`config.mk`:
```
export PLATFORM = sky130hd
export DESIGN_NAME = inv_shift_rows_stage
export DESIGN_NICKNAME = d
export VERILOG_FILES = /design/src/rtl/inv_shift_rows_stage.sv
export SDC_FILE = /design/constraint.sdc
export NUM_CORES = 1
export LEC_CHECK = 0
export CAP_MARGIN = 25
export CORE_MARGIN = 2
export CORE_UTILIZATION = 39
export CTS_CLUSTER_SIZE = 40
export DETAILED_ROUTE_END_ITERATION = 10
export GPL_ROUTABILITY_DRIVEN = 0
export PLACE_DENSITY = 0.8
export SETUP_SLACK_MARGIN = 0.05
export SLEW_MARGIN = 40
export SYNTH_ARGS = -nofsm -noshare
export SYNTH_HDL_FRONTEND = slang
export SYNTH_SLANG_ARGS = --single-unit
export TNS_END_PERCENT = 50
```
`constraint.sdc`:
```
create_clock -name clock -period 6.4 [get_ports clock]
set_clock_uncertainty 0.1 [all_clocks]
set_input_delay 1.28 -clock clock [delete_from_list [all_inputs] [get_ports clock]]
set_output_delay 1.28 -clock clock [all_outputs]
set_load 0.05 [all_outputs]
```
`src/rtl/inv_shift_rows_stage.sv`:
```
// inv_shift_rows_stage: AES InvShiftRows pipeline stage with valid/ready handshake and side-band tag.
// Optional INV_SR_SKID_EN selects a 2-entry skid buffer; rev 1.0.
`default_nettype none
`timescale 1ns/1ps

module inv_shift_rows_stage #(
  parameter int TAG_W = 4
) (
  input  logic             clock,
  input  logic             reset,
  input  logic             flush,
  input  logic             in_valid,
  output logic             in_ready,
  input  logic [127:0]     in_src,
  input  logic [TAG_W-1:0] in_tag,
  output logic             out_valid,
  input  logic             out_ready,
  output logic [127:0]     out_result,
  output logic [TAG_W-1:0] out_tag,
  output logic [1:0]       occupancy
);

  function automatic logic [127:0] inv_rows(input logic [127:0] s);
    return {s[127:96], s[71:64], s[95:72], s[47:32], s[63:48], s[23:0], s[31:24]};
  endfunction

  logic [127:0]     r_head_data;
  logic [TAG_W-1:0] r_head_tag;
  logic [1:0]       r_occ;
  logic             r_valid;

  logic [127:0]     w_in_data;
  logic             w_acc;
  logic             w_del;
  logic [1:0]       w_occ_nxt;
  logic             w_load_head;

  assign w_in_data = inv_rows(in_src);
  assign w_acc     = in_valid && in_ready;
  assign w_del     = r_valid && out_ready;

`ifdef INV_SR_SKID_EN
  logic [127:0]     r_tail_data;
  logic [TAG_W-1:0] r_tail_tag;
  logic             w_load_tail;
  logic             w_head_from_tail;

  assign in_ready = (r_occ != 2'd2) && !flush && !reset;

  always_comb begin
    w_occ_nxt        = r_occ;
    w_load_head      = 1'b0;
    w_load_tail      = 1'b0;
    w_head_from_tail = 1'b0;
    if (flush) begin
      w_occ_nxt = 2'd0;
    end else begin
      case (r_occ)
        2'd0: begin
          if (w_acc) begin
            w_load_head = 1'b1;
            w_occ_nxt   = 2'd1;
          end
        end
        2'd1: begin
          if (w_acc && w_del) begin
            w_load_head = 1'b1;
          end else if (w_acc) begin
            w_load_tail = 1'b1;
            w_occ_nxt   = 2'd2;
          end else if (w_del) begin
            w_occ_nxt = 2'd0;
          end
        end
        default: begin
          // Full: input is blocked, so only the tail can advance.
          if (w_del) begin
            w_head_from_tail = 1'b1;
            w_occ_nxt        = 2'd1;
          end
        end
      endcase
    end
  end

  always_ff @(posedge clock or posedge reset) begin
    if (reset) begin
      r_tail_data <= '0;
      r_tail_tag  <= '0;
    end else if (w_load_tail) begin
      r_tail_data <= w_in_data;
      r_tail_tag  <= in_tag;
    end
  end
`else
  // Single register: a slot frees up in the same cycle downstream takes the head.
  assign in_ready = (!r_valid || out_ready) && !flush && !reset;

  always_comb begin
    w_occ_nxt   = r_occ;
    w_load_head = 1'b0;
    if (flush) begin
      w_occ_nxt = 2'd0;
    end else if (w_acc) begin
      w_load_head = 1'b1;
      w_occ_nxt   = 2'd1;
    end else if (w_del) begin
      w_occ_nxt = 2'd0;
    end
  end
`endif

  always_ff @(posedge clock or posedge reset) begin
    if (reset) begin
      r_occ       <= 2'd0;
      r_valid     <= 1'b0;
      r_head_data <= '0;
      r_head_tag  <= '0;
    end else begin
      r_occ   <= w_occ_nxt;
      r_valid <= (w_occ_nxt != 2'd0);
      if (w_load_head) begin
        r_head_data <= w_in_data;
        r_head_tag  <= in_tag;
      end
`ifdef INV_SR_SKID_EN
      else if (w_head_from_tail) begin
        r_head_data <= r_tail_data;
        r_head_tag  <= r_tail_tag;
      end
`endif
    end
  end

  assign out_valid  = r_valid;
  assign out_result = r_head_data;
  assign out_tag    = r_head_tag;
  assign occupancy  = r_occ;

endmodule

`default_nettype wire
```
==> results.ini, run 1 <==
[cts]
htree_levels = 4
cts_sinks = 135
ctsHoldBuffers = 0
cts_tree = done
clk_path_buf_depth = 2
cts_resized = 0
clk-insertion-delay-late_ns = 0.40
cts_root_buf = clkbuf_16
clkSlewWorstSetupHoldPaths_ns = 0.06
cts_setup_buffers = 0
cts_buffers = 17

[grt]
grt-ovfl-total = 0
grtUsageTotal_pct = 19.7
antenna_found_initial = 0
grt_max_degree = 70
grt_pass1_vias = 4012
grt_pass1_wl_um = 21100

[synthesis]
ys.warnings.count = 0
syn_area_um2 = 5020
ys_seq_area_share_pct = 67.2
synthDistinctLibCells = 14
synth_nets = 429
syn_inst = 292
syn_area_per_cell_um2 = 17.2
synth-seq-cells = 135

[pwr]
p_total_mw = 3.51
power_density_nw_per_um2 = 409
cellLeakagePower_nw = 3.56
ir_drop_uv = 270

[setup_path]
required_ns = 5.02
timing_worst_setup_path_type = primary input to primary output
critical_path_peak_fanout = 2
cp-start-kind = primary input
arrival_ns = 2.98
endpoint_kind = primary output

[detailed_routing]
avgRoutedWirePerCell_um = 17.3
drc_errors = 0
num_vias = 3538
first_iter_violations = 98
drt_pre_antenna_iters = 4
ant_nets = 0
viasPerCell = 4.67
wl_um = 13100

[final_layout]
nets = 710
fin_util_pct = 68.1
diodes = 0
fin_cells = 758
layout-drive-gt1-share_pct = 20.8
final_common_cell = clkdlybuf4s50_1
area_growth_syn_to_layout_pct = 71.0
final_cell_mix = clkdlybuf4s50_1 (272), dfrtp_1 (135), mux2_2 (85), mux2_1 (47), clkbuf_16 (17)

[timing]
finalHoldViolCount = 0
slew_violations = 0
fin_tns_setup_ns = 0
fin_hold_ws_ns = 0.382
fmax_ghz = 0.229
slew_headroom_pct = 59.3
setup_viol = 0
fin_crit_sh_pct = 68.1
post-route-min-period_ns = 4.36
rsz0062_at_grt = no
worstMarginPinSlew_ns = 0.611

[hold_path]
hp-class = register to register

[die]
io_pins = 273
dieArea_um2 = 13800
start_util_pct = 39.8
die_h_um = 118
fp-row-count = 41
fp.dieW_um = 118
core_um2 = 12600

[placed_design]
port_buffers = 272
dp_hpwl_um = 9430
dp.cells = 726

[job]
drv_cap = 0

[status]
run_status = complete, no violations

## layer usage
layer  routed length (µm)  vias up  GRT usage [%]
met3                 1100       24           7.99
li1                     -     1602              -
met5                    0        -              0
met4                  344        0           8.36
met2                 6910      176           35.5
met1                 4760     1736           20.0
## cell usage after synthesis
library cell,n,area share [%]
mux2_2,85,19
buf_4,5,0.75
nand2b_1,1,0.12
buf_2,9,0.90
nor2_1,1,0.075
nand2_1,1,0.075
dfrtp_1,135,67
a211oi_1,1,0.15
a2111oi_4,1,0.55
mux2_1,47,11
inv_1,3,0.22
o21ai_0,1,0.10
a21oi_1,1,0.10
a21o_1,1,0.15
## path summary, 6_finish.rpt
check / to / cells after the start / from / slack (ns)
max: in_ready / 4 / out_ready / 2.04
min: out_result[92]$_DFFE_PP0P_ / 1 / out_result[92]$_DFFE_PP0P_ / 0.38
max reg2reg: out_result[127]$_DFFE_PP0P_ / 3 / out_valid$_DFF_PP0_ / 4.32
min reg2reg: out_result[92]$_DFFE_PP0P_ / 1 / out_result[92]$_DFFE_PP0P_ / 0.38
max in group asynchronous: out_result[119]$_DFFE_PP0P_ / 3 / reset / 4.08
min in group asynchronous: out_result[76]$_DFFE_PP0P_ / 2 / reset / 1.24
## critical path, cell delays in order
cell and delay [ns]:
clkdlybuf4s50_1 0.48, inv_1 0.08, a211oi_1 0.27, clkdlybuf4s50_1 0.86
## registers in the layout, summed over array words and instances, names as in the netlist
| name | flops |
|---|---|
| occupancy | 2 |
| out_tag | 4 |
| out_valid | 1 |
| out_result | 128 |
## power by group
| part | internal (mW) | switching [mW] | total (mW) |
|---|---|---|---|
| Combinational | 0.485 | 0.819 | 1.30 |
| Clock | 0.739 | 0.346 | 1.09 |
| Sequential | 1.03 | 0.0914 | 1.12 |
## cell type report
type | count | area (µm²)
sequential | 135 | 3380
inverter | 3 | 13.8
timing repair buffer | 276 | 2760
multi-input combinational | 140 | 1550
clock buffer | 19 | 443
clock inverter | 13 | 226
tap | 172 | 215
fill | 949 | 4030
## kinds of logic after synthesis
logic type	Yosys count	share of synthesized area, %
and+or+nand+nor	3	0.274
buffers and inverters	17	1.87
AOI/OAI and AO/OA	5	1.05
muxes	132	29.6
DFF	135	67.2
## stage by stage
stage / cell area, µm² / setup WS (ns)
floorplan: 5020 / 1.41
global placement: 7910 / 1.96
detailed placement: 7910 / 2.01
CTS: 8580 / 2.01
global route: 8590 / 1.99
finish: 8590 / 2.04
No activity file was read; power rests on OpenSTA's default activity.
==> run 2: changes to the inputs <==
==> constraint.sdc (replaced) <==
create_clock -name clock -period 4.11 [get_ports clock]
set_clock_uncertainty 0.1 [all_clocks]
set_input_delay 0.822 -clock clock [delete_from_list [all_inputs] [get_ports clock]]
set_output_delay 0.822 -clock clock [all_outputs]
set_load 0.05 [all_outputs]
==> run 2 against run 1 <==
Net effect: combinational power grew 56%; setup slack lost 1.3 ns; first-iteration DRC count grew 10%; non-clock buffer count shrank 2; sequential cell count is the same; wire length shrank 3.5%; via count grew 0.14%; critical path depth is the same; critical path type unchanged; hold slack lost 0.00075 ns; cell count shrank 0.26%; register-to-register slack lost 2.4 ns.
==> results.ini, run 2 (same netlist as run 1, synthesis figures left out) <==
[detailed_routing]
first_iter_violations = 108  ; +10%
drc_errors = 0  ; unchanged
num_vias = 3543  ; +0.14%
wl_um = 12600  ; -3.5%
drt_pre_antenna_iters = 4  ; unchanged
avgRoutedWirePerCell_um = 16.7  ; -3.3%
viasPerCell = 4.69  ; +0.41%
ant_nets = 0  ; unchanged

[pwr]
ir_drop_uv = 420  ; +56%
power_density_nw_per_um2 = 631  ; +54%
p_sw_share_pct = 35.8  ; +0.044 points
cellLeakagePower_nw = 3.55  ; -0.26%
p_int_mw = 3.47  ; +54%
seq_power_share_pct = 32.2  ; +0.2 points
combPwrFrac_pct = 37.5  ; +0.4 points
power_switching_mw = 1.94  ; +54%
clkPwrFrac_pct = 30.3  ; -0.6 points

[grt]
grt_pass1_vias = 3801  ; -5.3%
grtUsageTotal_pct = 19.0  ; -0.69 points
grt-ovfl-total = 0  ; unchanged
grt_pass1_wl_um = 20200  ; -4.2%
grt_max_degree = 136  ; +94%
antenna_found_initial = 0  ; unchanged

[timing]
fin_tns_setup_ns = 0  ; unchanged
post-route-min-period_ns = 3.35
finalHoldViolCount = 0  ; unchanged
fmax_ghz = 0.299
worstMarginPinSlew_ns = 0.741  ; +0.131 ns
fin_crit_sh_pct = 81.4
slew_violations = 0  ; unchanged
slew_headroom_pct = 50.6  ; -8.7 points
setup_viol = 0  ; unchanged
rsz0062_at_grt = no

[cts]
cts_sinks = 135  ; unchanged
htree_levels = 4  ; unchanged
cts_buffers = 17  ; unchanged
cts_root_buf = clkbuf_16
clkSlewWorstSetupHoldPaths_ns = 0.05  ; about the same
ctsHoldBuffers = 0  ; unchanged
clk-insertion-delay-late_ns = 0.41  ; about the same
cts_tree = done
clk_path_buf_depth = 2  ; unchanged
cts_setup_buffers = 0  ; unchanged
cts_resized = 0  ; unchanged

[final_layout]
area_growth_syn_to_layout_pct = 70.7
fillers = 917  ; -3.4%
ff_latch_area_um2 = 3380  ; unchanged
diodes = 0  ; unchanged
multi_input_area_um2 = 1550  ; unchanged
final_common_cell = clkdlybuf4s50_1
design_area_um2 = 8580  ; -0.19%
largest_register_ffs = 128  ; unchanged
fin_cells = 756  ; -0.26%
layout-drive-gt1-share_pct = 20.4  ; -0.44 points
nets = 708  ; -0.28%
final_cell_mix = clkdlybuf4s50_1 (272), dfrtp_1 (135), mux2_2 (85), mux2_1 (47), clkbuf_16 (17)

[setup_path]
cp-start-kind = primary input
timing_worst_setup_path_type = primary input to primary output
crit_chain = clkdlybuf4s50_1 -> inv_1 -> a211oi_1 -> clkdlybuf4s50_1
critPathSlowestCell = clkdlybuf4s50_1
arrival_ns = 2.43  ; -0.55 ns
slowest_delay_ns = 0.84  ; -0.02 ns
required_ns = 3.19  ; -1.83 ns
cpMostUsedCell = clkdlybuf4s50_1
critical_path_peak_fanout = 2  ; unchanged
endpoint_kind = primary output

[die]
dieArea_um2 = 13800  ; unchanged
core_um2 = 12600  ; unchanged
die_h_um = 118  ; unchanged
fp-row-count = 41  ; unchanged
start_util_pct = 39.8  ; unchanged
fp.dieW_um = 118  ; unchanged
io_pins = 273  ; unchanged

[placed_design]
dp.cells = 724  ; -0.28%
dp_hpwl_um = 9130  ; -3.2%
dpl_cell_area_um2 = 7920  ; +0.14%
port_buffers = 272  ; unchanged

[status]
run_status = complete, no violations

[job]
drv_cap = 0  ; unchanged

[hold_path]
hp-class = register to register

-- run 2: per-layer routing --
metal / share of wire [%] / vias to the layer above / GRT usage [%]
li1: - / 1594 / -
met1: 38 / 1737 / 20.6
met2: 50 / 182 / 31.8
met3: 8.6 / 30 / 7.51
met4: 3.1 / 0 / 10.2
met5: 0 / - / 0
-- run 2: area by class of cell --
cell class                 instances  share of cell area [%]
clock buffer                      25                    6.01
inverter                           3                   0.175
sequential                       135                    39.4
tap                              172                    2.51
timing repair buffer             274                    32.2
clock inverter                     7                    1.60
multi-input combinational        140                    18.1
-- run 2: path summary, 6_finish.rpt --
check | cells past startpoint | to | startpoint | slack [ns]
min in group asynchronous | 3 | out_result[80]$_DFFE_PP0P_ | reset | 0.93
min reg2reg | 1 | out_result[90]$_DFFE_PP0P_ | out_result[90]$_DFFE_PP0P_ | 0.38
min | 1 | out_result[90]$_DFFE_PP0P_ | out_result[90]$_DFFE_PP0P_ | 0.38
max | 4 | in_ready | out_ready | 0.76
max in group asynchronous | 3 | out_result[115]$_DFFE_PP0P_ | reset | 2.39
max reg2reg | 3 | out_result[28]$_DFFE_PP0P_ | out_valid$_DFF_PP0_ | 1.95
-- run 2: worst max-delay path, delay by kind of cell --
| kind | cells | cell delay (ns) |
|---|---|---|
| buf+inv | 3 | 1.40 |
| compound gates | 1 | 0.21 |
-- run 2: power groups by stage --
stage | combinational, mW | sequential, mW | clock (mW)
after global placement | 2.02 | 1.75 | 0
after CTS | 2.05 | 1.75 | 1.68
after global routing | 2.09 | 1.78 | 1.73
after floorplan | 0.273 | 2.74 | 0
after detailed placement | 2.04 | 1.77 | 0
final | 2.03 | 1.74 | 1.64
-- run 2: through the flow --
| stage | power (mW) | hold WS (ns) | utilization [%] | worst slack [ns] |
|---|---|---|---|---|
| global route | 5.60 | 0.398 | 68.0 | 0.684 |
| floorplan | 3.01 | 0.636 | - | 1.15 |
| global placement | 3.76 | 0.367 | 62.8 | 0.761 |
| detailed placement | 3.80 | 0.375 | 62.8 | 0.761 |
| finish | 5.41 | 0.381 | 68.0 | 0.763 |
| CTS | 5.47 | 0.387 | 68.0 | 0.760 |
==> run 3: changes to the inputs <==
--- a/config.mk
+++ b/config.mk
@@ -7,11 +7,11 @@
 export LEC_CHECK = 0
 export CAP_MARGIN = 25
 export CORE_MARGIN = 2
-export CORE_UTILIZATION = 39
+export CORE_UTILIZATION = 35
 export CTS_CLUSTER_SIZE = 40
 export DETAILED_ROUTE_END_ITERATION = 10
 export GPL_ROUTABILITY_DRIVEN = 0
-export PLACE_DENSITY = 0.8
+export PLACE_DENSITY = 0.76
 export SETUP_SLACK_MARGIN = 0.05
 export SLEW_MARGIN = 40
 export SYNTH_ARGS = -nofsm -noshare
==> constraint.sdc (replaced) <==
create_clock -name clock -period 2.7 [get_ports clock]
set_clock_uncertainty 0.1 [all_clocks]
set_input_delay 0.54 -clock clock [delete_from_list [all_inputs] [get_ports clock]]
set_output_delay 0.54 -clock clock [all_outputs]
set_load 0.05 [all_outputs]
==> run 3 against run 2 <==
Net effect: wire length grew 3.1%; critical path depth increased by 1; register-to-register slack got worse by 1.2 ns; largest power group unchanged; sequential share of layout area decreased by 0.38 points; critical endpoint unchanged; die area increased by 11%; first-iteration DRC count up 13%; cell area rose by 0.96%; hold slack improved by 0.0029 ns; global-route usage decreased by 1.8 points.
==> results.ini, run 3 (same netlist as run 1, synthesis figures left out) <==
[die]
fp.dieW_um = 124  ; +5.4%
core_um2 = 13900  ; +10%
io_pins = 273  ; unchanged
die_h_um = 124  ; +5.4%
dieArea_um2 = 15300  ; +11%
start_util_pct = 36.1  ; -3.8 points
fp-row-count = 43  ; +4.9%

[cts]
cts_tree = done
cts_sinks = 135  ; unchanged
cts_resized = 0  ; unchanged
clk-insertion-delay-late_ns = 0.40  ; about the same
clkSlewWorstSetupHoldPaths_ns = 0.05  ; about the same
ctsHoldBuffers = 0  ; unchanged
clk_path_buf_depth = 2  ; unchanged
htree_levels = 4  ; unchanged
cts_root_buf = clkbuf_16
cts_buffers = 17  ; unchanged
cts_setup_buffers = 0  ; unchanged

[pwr]
clkPwrFrac_pct = 29.0  ; -1.3 points
power_density_nw_per_um2 = 937  ; +49%
power_switching_mw = 2.97  ; +53%
cellLeakagePower_nw = 3.59  ; +1.3%
ir_drop_uv = 516  ; +23%
combPwrFrac_pct = 38.2  ; +0.7 points
seq_power_share_pct = 32.8  ; +0.6 points
p_sw_share_pct = 36.5  ; +0.72 points
p_total_mw = 8.12  ; +50%
p_int_mw = 5.15  ; +48%

[setup_path]
arrival_ns = 1.69  ; -0.74 ns
endpoint_kind = primary output
cp-start-kind = primary input
critical_path_peak_fanout = 2  ; unchanged
timing_worst_setup_path_type = primary input to primary output
required_ns = 2.06  ; -1.13 ns

[grt]
antenna_found_initial = 0  ; unchanged
grt-ovfl-total = 0  ; unchanged
grt_pass1_wl_um = 19600  ; -2.9%
grt_pass1_vias = 3926  ; +3.3%
grt_max_degree = 76  ; -44%
grtUsageTotal_pct = 17.2  ; -1.8 points

[final_layout]
nets = 719  ; +1.6%
final_cell_mix = clkdlybuf4s50_1 (271), dfrtp_1 (135), mux2_2 (85), mux2_1 (47), clkbuf_16 (17)
largest_register_ffs = 128  ; unchanged
diodes = 0  ; unchanged
fillers = 1069  ; +17%
layout-drive-gt1-share_pct = 21.9  ; +1.5 points
final_common_cell = clkdlybuf4s50_1
area_growth_syn_to_layout_pct = 72.3
fin_util_pct = 62.1  ; -5.8 points

[job]
drv_cap = 0  ; unchanged

[timing]
fin_tns_setup_ns = 0  ; unchanged
worstMarginPinSlew_ns = 0.544  ; -0.197 ns
post-route-min-period_ns = 2.33
timing.final.ws_setup_ns = 0.371  ; -0.392 ns
finalHoldViolCount = 0  ; unchanged
slew_violations = 0  ; unchanged
setup_viol = 0  ; unchanged
fin_crit_sh_pct = 86.3
slew_headroom_pct = 63.6  ; +13 points
fmax_ghz = 0.429
rsz0062_at_grt = no

[detailed_routing]
num_vias = 3552  ; +0.25%
wl_um = 13000  ; +3.1%
avgRoutedWirePerCell_um = 16.9  ; +0.73%
viasPerCell = 4.59  ; -2.1%
first_iter_violations = 122  ; +13%
drc_errors = 0  ; unchanged
drt_pre_antenna_iters = 4  ; unchanged
ant_nets = 0  ; unchanged

[placed_design]
dp_hpwl_um = 9720  ; +6.5%
port_buffers = 272  ; unchanged
post-place-ws_ns = 0.0906  ; -0.670 ns

[hold_path]
hp-class = register to register

[status]
run_status = complete, no violations

## run 3: changes by cell type in the layout (fill, tap and decap cells not counted), sizes merged
| cell | previous run | this run |
|---|---|---|
| bufinv | 4 | 3 |
| clkdlybuf4s50 | 272 | 271 |
| clkbuf | 25 | 23 |
| clkinv | 2 | 3 |
| clkinvlp | 2 | 3 |
| buf | 2 | 14 |
## run 3: per-stage QoR
stage	cell area (µm²)	std cells	hold slack, ns
finish	8660	774	0.384
detailed placement	8050	743	0.374
CTS	8660	774	0.387
global route	8660	774	0.395
floorplan	5030	292	0.575
global placement	8050	743	0.366
## run 3: path summary, 6_finish.rpt
check                                                start  depth (start not counted)                     endpoint  slack (ns)
worst max-delay path                                 reset                          5                     in_ready        0.37
worst min-delay path            out_result[52]$_DFFE_PP0P_                          1   out_result[52]$_DFFE_PP0P_        0.38
worst max register to register         out_valid$_DFF_PP0_                          3  out_result[116]$_DFFE_PP0P_        0.73
worst min register to register  out_result[52]$_DFFE_PP0P_                          1   out_result[52]$_DFFE_PP0P_        0.38
max in group asynchronous                            reset                          4   out_result[52]$_DFFE_PP0P_        1.45
min in group asynchronous                            reset                          4   out_result[62]$_DFFE_PP0P_        0.70
## run 3: power by group through the flow
stage	registers [mW]	clock network, mW	logic, mW
after global routing	2.72	2.52	3.21
after detailed placement	2.70	0	3.12
after floorplan	4.16	0	0.415
after CTS	2.67	2.41	3.13
after global placement	2.67	0	3.09
final	2.66	2.36	3.10
## run 3: layout make-up
class,count,area [µm²],area share (%)
multi-input cells,140,1550,17.9
repair buffers,285,2880,33.3
well taps,180,225,2.60
clock buffers,23,488,5.64
clock inverters,8,120,1.39
flip-flops and latches,135,3380,39.0
inverters,3,15.0,0.173
## run 3: per-layer routing
metal,vias to the layer above,global-route usage [%],routed length (µm)
met5,-,0,0
met2,181,30.3,6750
met4,0,6.89,227
met3,16,8.79,1480
li1,1611,-,-
met1,1744,17.1,4590
## run 3: worst max-delay path: stages
cell             delay [ns]
clkdlybuf4s50_1        0.47
buf_4                  0.18
a211oi_1               0.19
buf_4                  0.17
buf_12                 0.13
==> patch, RTL diff (flow settings as in run 3) <==
Set the parameter `TAG_W` to 6 (it was 4).
--- a/src/rtl/inv_shift_rows_stage.sv
+++ b/src/rtl/inv_shift_rows_stage.sv
@@ -6,3 +6,3 @@
 module inv_shift_rows_stage #(
-  parameter int TAG_W = 4
+  parameter int TAG_W = 6
 ) (
Ports: changed (resized in_tag and out_tag); port bits go from 273 to 277. No check against the original RTL was run, so the function may have changed too.
==> patch against run 3 <==
  * Critical path depth fell by 1
  * Cell count is 5.8% higher
  * Setup slack worse by 0.035 ns
  * Power increased by 7.3%
  * Wire length grew 12%
  * Hold slack gained 0.020 ns
  * Final area rose by 8.1%
  * Sequential share of layout area fell by 2.4 points
  * Sequential cell count increased by 2
  * Sequential power up 3%
  * Synthesized area increased by 15%
==> patch: results (changes against run 3) <==
* Fin nets at 730 (+1.5%)
* Syn Nets at 436 (+1.6%)
* # Post-CTS Setup Buffers at 0 (unchanged)
* Outcome: completed
* Post-Place Cells at 788 (+6.1%)
* Final cell count without fillers at 819 (+5.8%)
* Skew-Pair Late Insertion Delay at 0.41 ns
* Port-buffer cells at 276 (+1.5%)
* Via count at 3637 (+2.4%)
* WP data arrival at 1.72 ns (+0.03 ns)
* DR iter-0 viols at 62 (-49%)
* Synth Instances at 297 (+1.7%)
* Drt first pass iters at 4 (unchanged)
* Largest net degree at the start of global routing at 68 (-11%)
* Worst min-delay path category: reg -> reg
* Async SR Flop Fraction at 100.0% (unchanged)
* Global-route wire length before repair at 22670 µm (+16%)
* Netlist cell types at 14 (unchanged)
* Root Buffer: clkbuf_16
* Vias in the first global route at 4064 (+3.5%)
* Sequential-to-total area share from yosys stat at 59.28% (-7.9 points)
* Synth top area cells: dfrtp_1, mux2_4, buf_12
* CTS clk-pin slew, worst paths at 0.05 ns (about the same)
* Cts repair resizes at 0 (unchanged)
* Proportion of synthesized area in mux cells at 34.34% (+4.8 points)
* Tightest Pin Transition at 0.5628 ns (+0.01872 ns)
* Total GRT Usage at 16.70% (-0.50 points)
* DRT Wirelength at 14550 µm (+12%)
* Leakage at 4.062 nW (+13%)
* Layout cell share with drive strength beyond 1 at 29.85% (+8.0 points)
* Dpl hpwl at 10740 µm (+10%)
* Area fraction in compound gates after synthesis at 0.9087% (-0.14 points)
* Placed cell area at 0.008718 mm² (+8.3%)
* Peak VDD IR at 0.0004171 V (-19%)
* # fillers at 1282 (+20%)
* H-tree Lvls at 4 (unchanged)
* Crit Path Max Fanout at 2 (unchanged)
* Synth cell count leaders: dfrtp_1, mux2_4, buf_12
-- patch: stage by stage --
step	hold WS [ns]	worst slack (ns)
2_1_floorplan	0.5881	0.1755
3_3_place_gp	0.3818	0.1923
3_5_place_dp	0.3922	0.1307
4_1_cts	0.4076	0.3229
5_1_grt	0.4239	0.2505
6_report	0.4039	0.3353
-- patch: worst max-delay path, stage by stage --
cell	delay, ns
clkdlybuf4s50_1	0.51
inv_1	0.10
a211oi_1	0.38
buf_12	0.19
-- patch: report_power, final --
group | internal, W | switching, W | total, W
sequential | 0.00248 | 0.000268 | 0.00275
clock | 0.00166 | 0.000861 | 0.00252
combinational | 0.00144 | 0.00199 | 0.00343
-- patch: cells by family after synthesis --
logic type / after synthesis
AND/OR/NAND/NOR: 3
multiplexers: 134
flip-flops: 137
AO/OA/AOI/OAI: 5
buffers and inverters: 18
-- patch: layout make-up --
| class | instances | area [µm²] | share of cell area, % |
|---|---|---|---|
| inverter | 3 | 15.01 | 0.1604 |
| sequential | 137 | 3428 | 36.63 |
| clock inverter | 11 | 195.2 | 2.085 |
| multi-input combinational | 142 | 2052 | 21.92 |
| tap | 216 | 270.3 | 2.887 |
| clock buffer | 20 | 446.7 | 4.772 |
| timing repair buffer | 290 | 2953 | 31.55 |
-- patch: routing by layer --
layer  vias up  wire, µm  part of all wire [%]  track usage, %
met5         -         0                     0               0
li1       1631         -                     -               -
met2       185      7207                    50           27.35
met3        42       989                   6.8           5.364
met4         0       551                   3.8           9.140
met1      1779      5796                    40           19.46
-- patch: worst paths after layout --
check	start	endpoint	slack, ns	cells past startpoint
worst max-delay path	out_ready	in_ready	0.34	4
worst min-delay path	out_result[96]	out_result[96]	0.40	1
worst max register to register	out_valid	out_result[17]	0.76	4
worst min register to register	out_result[96]	out_result[96]	0.40	1
max in group asynchronous	reset	out_result[96]	1.38	3
min in group asynchronous	reset	occupancy[0]	0.48	2
